`src/rtl/score_pkg.sv`:
```
// Shared types for the scoreboard button control path.
package score_pkg;

    typedef enum logic [1:0] {
        IDLE   = 2'd0,
        HOLD   = 2'd1,
        REPEAT = 2'd2,
        LOCK   = 2'd3
    } state_t;

    typedef enum logic {
        UP = 1'b0,
        DN = 1'b1
    } dir_t;

endpackage

```
`src/rtl/btn_debounce.sv`:
```
// Two-flop synchronizer followed by a consecutive-sample debouncer for one button.
module btn_debounce #(
    parameter int DB_CYCLES = 16,
    parameter int CNT_W     = 16
) (
    input  logic clk,
    input  logic rst,
    input  logic raw_i,
    output logic level_o,
    output logic rise_o
);

    logic             sync1;
    logic             sync2;
    logic [CNT_W-1:0] cnt;

    always_ff @(posedge clk or posedge rst) begin
        if (rst) begin
            sync1 <= 1'b0;
            sync2 <= 1'b0;
        end else begin
            sync1 <= raw_i;
            sync2 <= sync1;
        end
    end

    // A sample that agrees with the accepted level throws away any partial count.
    always_ff @(posedge clk or posedge rst) begin
        if (rst) begin
            cnt     <= '0;
            level_o <= 1'b0;
            rise_o  <= 1'b0;
        end else begin
            rise_o <= 1'b0;
            if (sync2 != level_o) begin
                if (cnt == CNT_W'(DB_CYCLES - 1)) begin
                    level_o <= sync2;
                    rise_o  <= sync2;
                    cnt     <= '0;
                end else begin
                    cnt <= cnt + 1'b1;
                end
            end else begin
                cnt <= '0;
            end
        end
    end

endmodule

```
`src/rtl/score_button_ctrl.sv`:
```
// Turns the up/down/clear buttons into exclusive inc/dec/erase pulses with auto-repeat.
module score_button_ctrl
    import score_pkg::*;
#(
    parameter int DB_CYCLES   = 16,
    parameter int HOLD_CYCLES = 64,
    parameter int RPT_CYCLES  = 16,
    parameter int CNT_W       = 16
) (
    input  logic clk,
    input  logic rst,
    input  logic up_i,
    input  logic down_i,
    input  logic clear_i,
    output logic inc_o,
    output logic dec_o,
    output logic erase_o,
    output logic busy_o
);

    logic up_lvl, up_rise, down_lvl, down_rise, clear_lvl, clear_rise;

    btn_debounce #(.DB_CYCLES(DB_CYCLES), .CNT_W(CNT_W)) u_up (
        .clk(clk), .rst(rst), .raw_i(up_i), .level_o(up_lvl), .rise_o(up_rise)
    );
    btn_debounce #(.DB_CYCLES(DB_CYCLES), .CNT_W(CNT_W)) u_down (
        .clk(clk), .rst(rst), .raw_i(down_i), .level_o(down_lvl), .rise_o(down_rise)
    );
    btn_debounce #(.DB_CYCLES(DB_CYCLES), .CNT_W(CNT_W)) u_clear (
        .clk(clk), .rst(rst), .raw_i(clear_i), .level_o(clear_lvl), .rise_o(clear_rise)
    );

    state_t           state, next_state;
    dir_t             dir, next_dir;
    logic [CNT_W-1:0] timer, next_timer;
    logic             next_inc, next_dec, next_erase, next_busy;

    logic act_lvl, opp_lvl, timer_done;

    assign act_lvl    = (dir == UP) ? up_lvl : down_lvl;
    assign opp_lvl    = (dir == UP) ? down_lvl : up_lvl;
    assign timer_done = (state == HOLD) ? (timer == CNT_W'(HOLD_CYCLES - 1))
                                        : (timer == CNT_W'(RPT_CYCLES - 1));

    always_ff @(posedge clk or posedge rst) begin
        if (rst) begin
            state   <= IDLE;
            dir     <= UP;
            timer   <= '0;
            inc_o   <= 1'b0;
            dec_o   <= 1'b0;
            erase_o <= 1'b0;
            busy_o  <= 1'b0;
        end else begin
            state   <= next_state;
            dir     <= next_dir;
            timer   <= next_timer;
            inc_o   <= next_inc;
            dec_o   <= next_dec;
            erase_o <= next_erase;
            busy_o  <= next_busy;
        end
    end

    // The timer only advances while staying in HOLD/REPEAT, so every state entry starts it at zero.
    always_comb begin
        next_state = state;
        next_dir   = dir;
        next_timer = '0;
        if (clear_rise) begin
            next_state = LOCK;
        end else begin
            case (state)
                IDLE: begin
                    if (up_rise && !down_lvl) begin
                        next_state = HOLD;
                        next_dir   = UP;
                    end else if (down_rise && !up_lvl) begin
                        next_state = HOLD;
                        next_dir   = DN;
                    end else if (up_lvl && down_lvl) begin
                        next_state = LOCK;
                    end
                end
                HOLD, REPEAT: begin
                    if (!act_lvl) begin
                        next_state = IDLE;
                    end else if (opp_lvl) begin
                        next_state = LOCK;
                    end else if (timer_done) begin
                        next_state = REPEAT;
                    end else begin
                        next_timer = timer + 1'b1;
                    end
                end
                LOCK: begin
                    if (!up_lvl && !down_lvl && !clear_lvl) begin
                        next_state = IDLE;
                    end
                end
            endcase
        end
    end

    always_comb begin
        next_inc   = 1'b0;
        next_dec   = 1'b0;
        next_erase = 1'b0;
        next_busy  = (next_state != IDLE);
        if (clear_rise) begin
            next_erase = 1'b1;
        end else begin
            case (state)
                IDLE: begin
                    if (up_rise && !down_lvl) begin
                        next_inc = 1'b1;
                    end else if (down_rise && !up_lvl) begin
                        next_dec = 1'b1;
                    end
                end
                HOLD, REPEAT: begin
                    if (act_lvl && !opp_lvl && timer_done) begin
                        next_inc = (dir == UP);
                        next_dec = (dir == DN);
                    end
                end
                default: ;
            endcase
        end
    end

endmodule

```
`config.mk`:
```
export PLATFORM = sky130hd
export DESIGN_NAME = score_button_ctrl
export DESIGN_NICKNAME = d
export VERILOG_FILES = /design/src/rtl/score_pkg.sv /design/src/rtl/btn_debounce.sv /design/src/rtl/score_button_ctrl.sv
export SDC_FILE = /design/constraint.sdc
export NUM_CORES = 1
export LEC_CHECK = 0
export ABC_AREA = 1
export CAP_MARGIN = 0
export CORE_ASPECT_RATIO = 0.75
export CORE_UTILIZATION = 60
export CTS_BUF_LIST = sky130_fd_sc_hd__clkbuf_4 sky130_fd_sc_hd__clkbuf_8
export CTS_CLUSTER_SIZE = 20
export DETAILED_ROUTE_END_ITERATION = 16
export GPL_ROUTABILITY_DRIVEN = 0
export GPL_TIMING_DRIVEN = 0
export HOLD_SLACK_MARGIN = 0.05
export PLACE_DENSITY_LB_ADDON = 0.2
export SKIP_CTS_REPAIR_TIMING = 1
export SYNTH_ARGS = -nofsm -noshare
export SYNTH_HDL_FRONTEND = slang
export SYNTH_SLANG_ARGS = --single-unit
```
`constraint.sdc`:
```
create_clock -name clk -period 4.7 [get_ports clk]
set_input_delay 0.705 -clock clk [delete_from_list [all_inputs] [get_ports clk]]
set_output_delay 0.705 -clock clk [all_outputs]
set_load 0.005 [all_outputs]
```
# After elaboration in Yosys (flattened, before gate mapping)

Index checks and enable logic that the tools add are counted.

Register bits after elaboration: 83
Input port bits: 5
Output and inout bits: 4
Logic and storage cells: 99

Add/sub/neg operators: 4
Equality and inequality tests: 11
Muxes and demuxes: 41
Bitwise gates (word level): 2
Reduce and logical (&&, ||, !) cells: 19

Operators with widths:

| cell                                                                   | number |
|---|---|
| 16-bit 2-to-1 mux                                                      | 11 |
| 16-bit by 1-bit adder with 16-bit output, second input constant        | 4 |
| 16-bit by 4-bit equality test with 1-bit output, second input constant | 4 |
| 1-bit 2-to-1 mux                                                       | 19 |
| 16-bit by 6-bit equality test with 1-bit output, second input constant | 1 |
| 2-bit 2-to-1 mux                                                       | 8 |
| 1-bit logical AND                                                      | 7 |
| 2-bit case mux with 3 select lines                                     | 1 |
| 2-bit AND reduction                                                    | 3 |
| 2-bit equality test, second input constant                             | 2 |
| 1-bit logical NOT                                                      | 4 |
| 1-bit case mux with 2 select lines                                     | 2 |
| 2-bit nonzero test                                                     | 2 |
| 1-bit inequality test                                                  | 3 |
| 3-bit AND reduction                                                    | 1 |
| 2-bit by 1-bit equality test with 1-bit output, second input constant  | 1 |
| 2-bit logical NOT                                                      | 1 |
| 1-bit NOT                                                              | 2 |
| 2-bit OR reduction                                                     | 1 |

# Depth between registers and ports, before layout

Gate-level depths: netlist (run 1).

Depth in word-level cells: 8
Gate-level depth with buffers: 10
Mapped depth without buffers: 10

# Modules after synthesis

From an unflattened synthesis (run 1), not the netlist that was laid out.

Cell total of the unflattened synthesis: 556
Area total of the unflattened synthesis: 4416.7 µm²

Modules (own cells, without submodules):

| module            | instances | cells each | area an instance (µm²) | sequential area each (µm²) |
|---|---|---|---|---|
| btn_debounce      | 3         | 127        | 1026.0                 | 500.5 |
| score_button_ctrl | 1         | 175        | 1338.8                 | 575.6 |

# Least setup slack after synthesis (run 1)

No wires, ideal clock.

Path kind: reg2reg
Start: reg state[1]
End: reg timer[14]
Setup time: 80 ps
Arrival: 1362 ps
Data required time: 4620 ps
Slack: 3257 ps
Cell stages (with the launch flop): 8
Path buffers: 1
Period minus slack after synthesis: 1443 ps
Path through: dfrtp_1 > inv_1 > ha_1 > inv_1 > nor2_1 > nand3_4 > buf_6 > nor3_2

Longest elaborated chain between the ends: 7
Elaborated cells on any way between the ends: 9
Classes of those cells: eq/ne: 2; mux: 6; reduce/logical: 1

Ends and longest elaborated chain:

| item                                           | line                                             | text |
|---|---|---|
| start, declared                                | score_button_ctrl.sv:33                          | `state_t state, next_state;` |
| start signal, assigned                         | score_button_ctrl.sv:55                          | `state <= next_state;` |
| 2-bit by 1-bit equality test with 1-bit output | score_button_ctrl.sv:42, score_button_ctrl.sv:73 |  |
| 1-bit 2-to-1 mux                               | score_button_ctrl.sv:42                          | `assign timer_done = (state == HOLD) ? (timer == CNT_W'(HOLD_CYCLES - 1))` |
| 16-bit 2-to-1 mux                              | score_button_ctrl.sv:90                          | `end else if (timer_done) begin` |
| 16-bit 2-to-1 mux                              | score_button_ctrl.sv:88                          | `end else if (opp_lvl) begin` |
| 16-bit 2-to-1 mux                              | score_button_ctrl.sv:86                          | `if (!act_lvl) begin` |
| 16-bit 2-to-1 mux *                            | score_button_ctrl.sv:73                          | `case (state)` |
| 16-bit 2-to-1 mux *                            | score_button_ctrl.sv:70                          | `if (clear_rise) begin` |
| via next_timer[14]                             | score_button_ctrl.sv:35                          | `logic [CNT_W-1:0] timer, next_timer;` |
| end signal, assigned                           | score_button_ctrl.sv:57                          | `timer <= next_timer;` |
| end, declared                                  | score_button_ctrl.sv:35                          |  |

Mark *: on every way through the listed nets, which the timed path passes. The rest lies on a longest branch.
A chain may end at the register's enable or synchronous reset.

# Worst setup path in the final report (run 1)

Start: reg erase_o
End: out erase_o

RTL lines:

| item                   | line                    | text |
|---|---|---|
| start, declared        | score_button_ctrl.sv:17 | `output logic erase_o,` |
| start signal, assigned | score_button_ctrl.sv:60 | `erase_o <= next_erase;` |

No word-level cell between the ends.

==> run metrics, run 1 <==
fmax 0.5261 GHz; register area share after synthesis 0.4869; Hold/Removal Path Class flop to flop; PortBufs 8; floorplan row count 26; register bit total from synthesis 83; worst hold slack 352.4 ps; dpl cell area 4481 um2; Min Clock Period, post-route 1901 ps; Final Cell Area 4683 um2; status finished, final reports clean; maximum clock insertion buffer count 2; n_diodes 0; final worst path period share 0.4045; Ports 9; most frequent cells in the layout 92 x nor2_1, 89 x nand2_1, 83 x dfrtp_1; power per cell area 292.6 nW/um2; leading area contributor after synthesis dfrtp_1; switching power 0.3406 mW; pin count of the biggest net entering global routing 65; Final setup viols 0; Routed WL 7.856 mm; CP delay by family, top buffers and inverters; clock sink count 83; top cells by area, synth dfrtp_1 49%, nor2_1 8.1%, nand2_1 7.8%; CTS H-Tree Depth 3; Critical Path Source Type flop; CTS root buf clkbuf_8; CTS Buf Count 9; Overall Power 1.370 mW; Synth warnings 0; hpwl dp 5.766 mm; Hold Path Stages 0; Initial Util 0.6244; RSZ-0062 raised after global routing false; TritonCTS clock tree done; count of final hold-check violations 0; most common cell after layout, fill and taps aside nor2_1; non-filler cells, final 632; Seq pwr share 0.542; worst clock skew 8.827 ps; Max Slew Vio Count 0; TNS Setup 0 ps; Clock Latency Late Sink 360 ps; synthesized cell area 4265 um2; worst r2r src state[0]; antenna violations before repair 0; Slew Limit Headroom 0.6912; Lkg Pwr 2.075 nW; total grt overflow 0; remaining antenna violation count 0; clk slew on worst S/H paths 90 ps; VDD IR max 263.8 uV; core area 6832 um2; Reg-to-Reg End timer[14]; drt wl/cell 12.43 um; critical path's slowest cell clkdlybuf4s50_1; die area 7454 um2; vias per inst 5.422; post-synthesis cell count 523; Setup crit end kind output pin; Max stage delay on crit path 490 ps; syn_area_per_cell 8.156 um2; cells along the critical path clkdlybuf4s50_1; Worst Hold End u_up.sync2; layout cells sized above 1 0.07847; syn nets 535; Fillers 560; CP Data Required Time 3990 ps; crit path DAT 1200 ps; clock network power share 0.379; cell count after placement 616; Unique masters post-synth 29; DRC violation count after routing 0; vias in the first global route 3099; Syn-to-layout area delta 9.798%; Nets 555; GRT Util Overall 0.2376; DR iter-0 viols 156; sw frac 0.2486; Chip Height 75.02 um; via count 3427; crit path buf inv count 1; setup slack, reg-to-reg 3030 ps; kind of critical path flop to output pin; hold path start u_up.sync1; DRT Pass-1 Iters 5; Comb power frac 0.079; Int Pwr 1.030 mW; first-pass GRT wire length 13.80 mm; Die X 99.36 um; Worst R2R Path Depth 7; share of the synthesized area in the top cell type 0.4869; Crit Path Max Fanout 1; max-cap check violation count 0; Worst Tran Pin Value 463.2 ps
## power groups by stage
stage,clock [mW],sequential [mW],combinational (mW)
final,0.519,0.743,0.108
after global routing,0.560,0.746,0.126
after CTS,0.533,0.743,0.110
after detailed placement,0,0.758,0.109
after global placement,0,0.757,0.101
after floorplan,0,0.755,0.0739
## registers in the layout, indices dropped and copies added (netlist names), 2 cells and up
| register | count |
|---|---|
| u_down.cnt | 16 |
| u_up.cnt | 16 |
| state | 2 |
| u_clear.cnt | 16 |
| timer | 16 |
## how the worst max path moves through the flow
| stage | start | to | slack [ps] | depth (start not counted) |
|---|---|---|---|---|
| after floorplan | rst | busy_o | 1860 | 1 |
| after global placement | rst | timer[13] | 600 | 2 |
| after detailed placement | state[0] | timer[14] | 3040 | 7 |
| after CTS | erase_o | erase_o | 2780 | 1 |
| after global routing | erase_o | erase_o | 2750 | 1 |
| final | erase_o | erase_o | 2800 | 1 |
## cells by family (layout without fill, tap and decap cells)
family,count (synthesis),after routing,share of synthesized area
AND/OR/NAND/NOR,301,301,0.3253
XOR/XNOR,32,32,0.06571
flip-flops,83,83,0.4869
AO/OA/AOI/OAI,26,26,0.03432
adder cells (fa/ha/maj),7,7,0.02053
buffers and inverters,74,99,0.06717
## Yosys cell counts (all sizes together)
cell type and number:
o21ai 8, buf 2, ha 7, a211oi 1, and2 1, nand3 38, or2 1, nor3b 5
nor2 104, nor4 11, nor3 34, clkbuf 2, a21oi 15, xnor2 7, inv 70, o21bai 1
nand2 89, o32ai 1, nand4 18, dfrtp 83, xor2 25
## layer usage
metal	routed length, um	track usage	part of all wire
met3	434	0.06128	0.055
met1	3854	0.3273	0.49
met4	89	0.06046	0.011
met2	3477	0.3827	0.44
met5	0	0	0
## stage by stage
stage,util,setup WS [ps]
2_1_floorplan,-,1858
3_3_place_gp,0.6515,604.4
3_5_place_dp,0.6559,3041
4_1_cts,0.6855,2783
5_1_grt,0.6855,2748
6_report,0.6855,2799
## layout make-up
cell class,instances,area [um2],area share
Buffer,4,23.77,0.005076
Clock buffer,10,137.6,0.02939
Clock inverter,6,65.06,0.01389
Inverter,70,265.3,0.05664
Multi-Input combinational cell,366,1902,0.4061
Sequential cell,83,2077,0.4435
Tap cell,84,105.1,0.02244
Timing Repair Buffer,9,107.6,0.02298
No activity file was read; power rests on OpenSTA's default activity.
==> inputs of run 2 (changes only) <==
--- a/config.mk
+++ b/config.mk
@@ -8,7 +8,7 @@
 export ABC_AREA = 1
 export CAP_MARGIN = 0
 export CORE_ASPECT_RATIO = 0.75
-export CORE_UTILIZATION = 60
+export CORE_UTILIZATION = 58
 export CTS_BUF_LIST = sky130_fd_sc_hd__clkbuf_4 sky130_fd_sc_hd__clkbuf_8
 export CTS_CLUSTER_SIZE = 20
 export DETAILED_ROUTE_END_ITERATION = 16
==> constraint.sdc (replaced) <==
create_clock -name clk -period 1.7 [get_ports clk]
set_input_delay 0.255 -clock clk [delete_from_list [all_inputs] [get_ports clk]]
set_output_delay 0.255 -clock clk [all_outputs]
set_load 0.005 [all_outputs]
==> run 2 against run 1 <==
Against the previous run:
- first-iteration DRC count rose by 23%
- setup slack worse by 2700 ps
- clock power rose to 2.8 times the previous value
- cell area is 0.67% higher
- via count did not move
- cell count up 2.2%
- combinational power grew to 2.8 times the previous value
- hold slack got worse by 14 ps
- critical path depth is 5 higher
- critical path type is now flop to flop
- largest cell class unchanged
==> run metrics, run 2 (same netlist as run 1, synthesis figures left out) <==
worst clock skew 11.62 ps (was 8.827 ps); Final Cell Area 4715 um2 (was 4683 um2); core area 6962 um2 (was 6832 um2); Final setup viols 0 (unchanged); Chip Height 76.27 um (was 75.02 um); CTS H-Tree Depth 3 (unchanged); DRC violation count after routing 0 (unchanged); VDD IR max 465.2 uV (was 263.8 uV); CTS Buf Count 9 (unchanged); Clock Latency Late Sink 360 ps (about the same); PortBufs 8 (unchanged); clk slew on worst S/H paths 90 ps (about the same); Nets 555 (unchanged); status finished, final reports clean (unchanged); crit path DAT 1800 ps (was 1200 ps); via count 3427 (unchanged); GRT Util Overall 0.2316 (was 0.2376); power per cell area 804.8 nW/um2 (was 292.6 nW/um2); vias per inst 5.305 (was 5.422); Hold Path Stages 1 (was 0); drt wl/cell 12.20 um (was 12.43 um); Overall Power 3.794 mW (was 1.370 mW); DR iter-0 viols 192 (was 156); pin count of the biggest net entering global routing 44 (was 65); vias in the first global route 3279 (was 3099); fmax 0.6357 GHz; kind of critical path flop to flop (was flop to output pin); Hold/Removal Path Class input pin to flop (was flop to flop); die area 7704 um2 (was 7454 um2); Min Clock Period, post-route 1573 ps; first-pass GRT wire length 14.19 mm (was 13.80 mm); floorplan row count 26 (unchanged); maximum clock insertion buffer count 2 (unchanged); Initial Util 0.6127 (was 0.6244); Setup WS pre-CTS 65.41 ps (was 3041 ps); RSZ-0062 raised after global routing false (unchanged); most frequent cells in the layout 88 x nand2_1, 88 x nor2_1, 83 x dfrtp_1 (was 92 x nor2_1, 89 x nand2_1, 83 x dfrtp_1); TNS Setup 0 ps (unchanged); Crit Path Max Fanout 5 (was 1); Final Core Density 0.6772 (was 0.6855); DRT Pass-1 Iters 4 (was 5); cell count after placement 630 (was 616); CTS root buf clkbuf_8 (unchanged); Max Slew Vio Count 0 (unchanged); Syn-to-layout area delta 10.53% (was 9.798%); Worst Setup Slack, final 126.9 ps (was 2799 ps); non-filler cells, final 646 (was 632); Ports 9 (unchanged); Setup crit end kind flop (was output pin); antenna violations before repair 0 (unchanged); layout cells sized above 1 0.08759 (was 0.07847); count of final hold-check violations 0 (unchanged); Slew Limit Headroom 0.4204 (was 0.6912); dpl cell area 4492 um2 (was 4481 um2); Worst Tran Pin Value 867.6 ps (was 463.2 ps); Critical Path Source Type flop (unchanged); n_diodes 0 (unchanged); Routed WL 7.883 mm (was 7.856 mm); worst hold slack 338.8 ps (was 352.4 ps); Worst R2R Path Depth 6 (was 7); Die X 101.0 um (was 99.36 um); total grt overflow 0 (unchanged); final worst path period share 0.9254; remaining antenna violation count 0 (unchanged); hpwl dp 5.782 mm (was 5.766 mm); TritonCTS clock tree done (unchanged); max-cap check violation count 0 (unchanged); Lkg Pwr 2.064 nW (was 2.075 nW); CP Data Required Time 1930 ps (was 3990 ps); clock sink count 83 (unchanged)
[run 2: final timing paths]
kind	from	to	slack, ps
setup / recovery	u_clear.cnt[0]	u_clear.cnt[14]	130
hold / removal	up_i	u_up.sync1	340
setup reg to reg	u_clear.cnt[0]	u_clear.cnt[14]	130
hold reg to reg	u_down.sync1	u_down.sync2	350
max in group asynchronous	rst	timer[3]	610
min in group asynchronous	rst	u_clear.cnt[11]	410
[run 2: final cells by class]
class	instances	area, um2
Buffer	4	23.77
Sequential cell	83	2077
Tap cell	98	122.6
Clock inverter	4	50.05
Clock buffer	12	152.6
Inverter	70	266.5
Fill cell	607	2247
Timing Repair Buffer	9	100.1
Multi-Input combinational cell	366	1922
[run 2: worst max-delay path: stages (launching register included)]
cell and delay (ps):
dfrtp_1 380, ha_1 200, nand3_1 200, nor3_1 390, nand3_1 140, nand2_1 90, a21oi_1 60
[run 2: power breakdown]
part | switching (mW) | internal (mW)
Combinational | 0.193 | 0.107
Clock | 0.689 | 0.750
Sequential | 0.0347 | 2.02
[run 2: per-layer routing]
| layer | track usage | up-vias | share of wire |
|---|---|---|---|
| met5 | 0 | - | 0 |
| met2 | 0.3582 | 61 | 0.46 |
| met4 | 0.06667 | 0 | 0.012 |
| li1 | - | 1739 | - |
| met3 | 0.05229 | 12 | 0.039 |
| met1 | 0.3278 | 1615 | 0.49 |
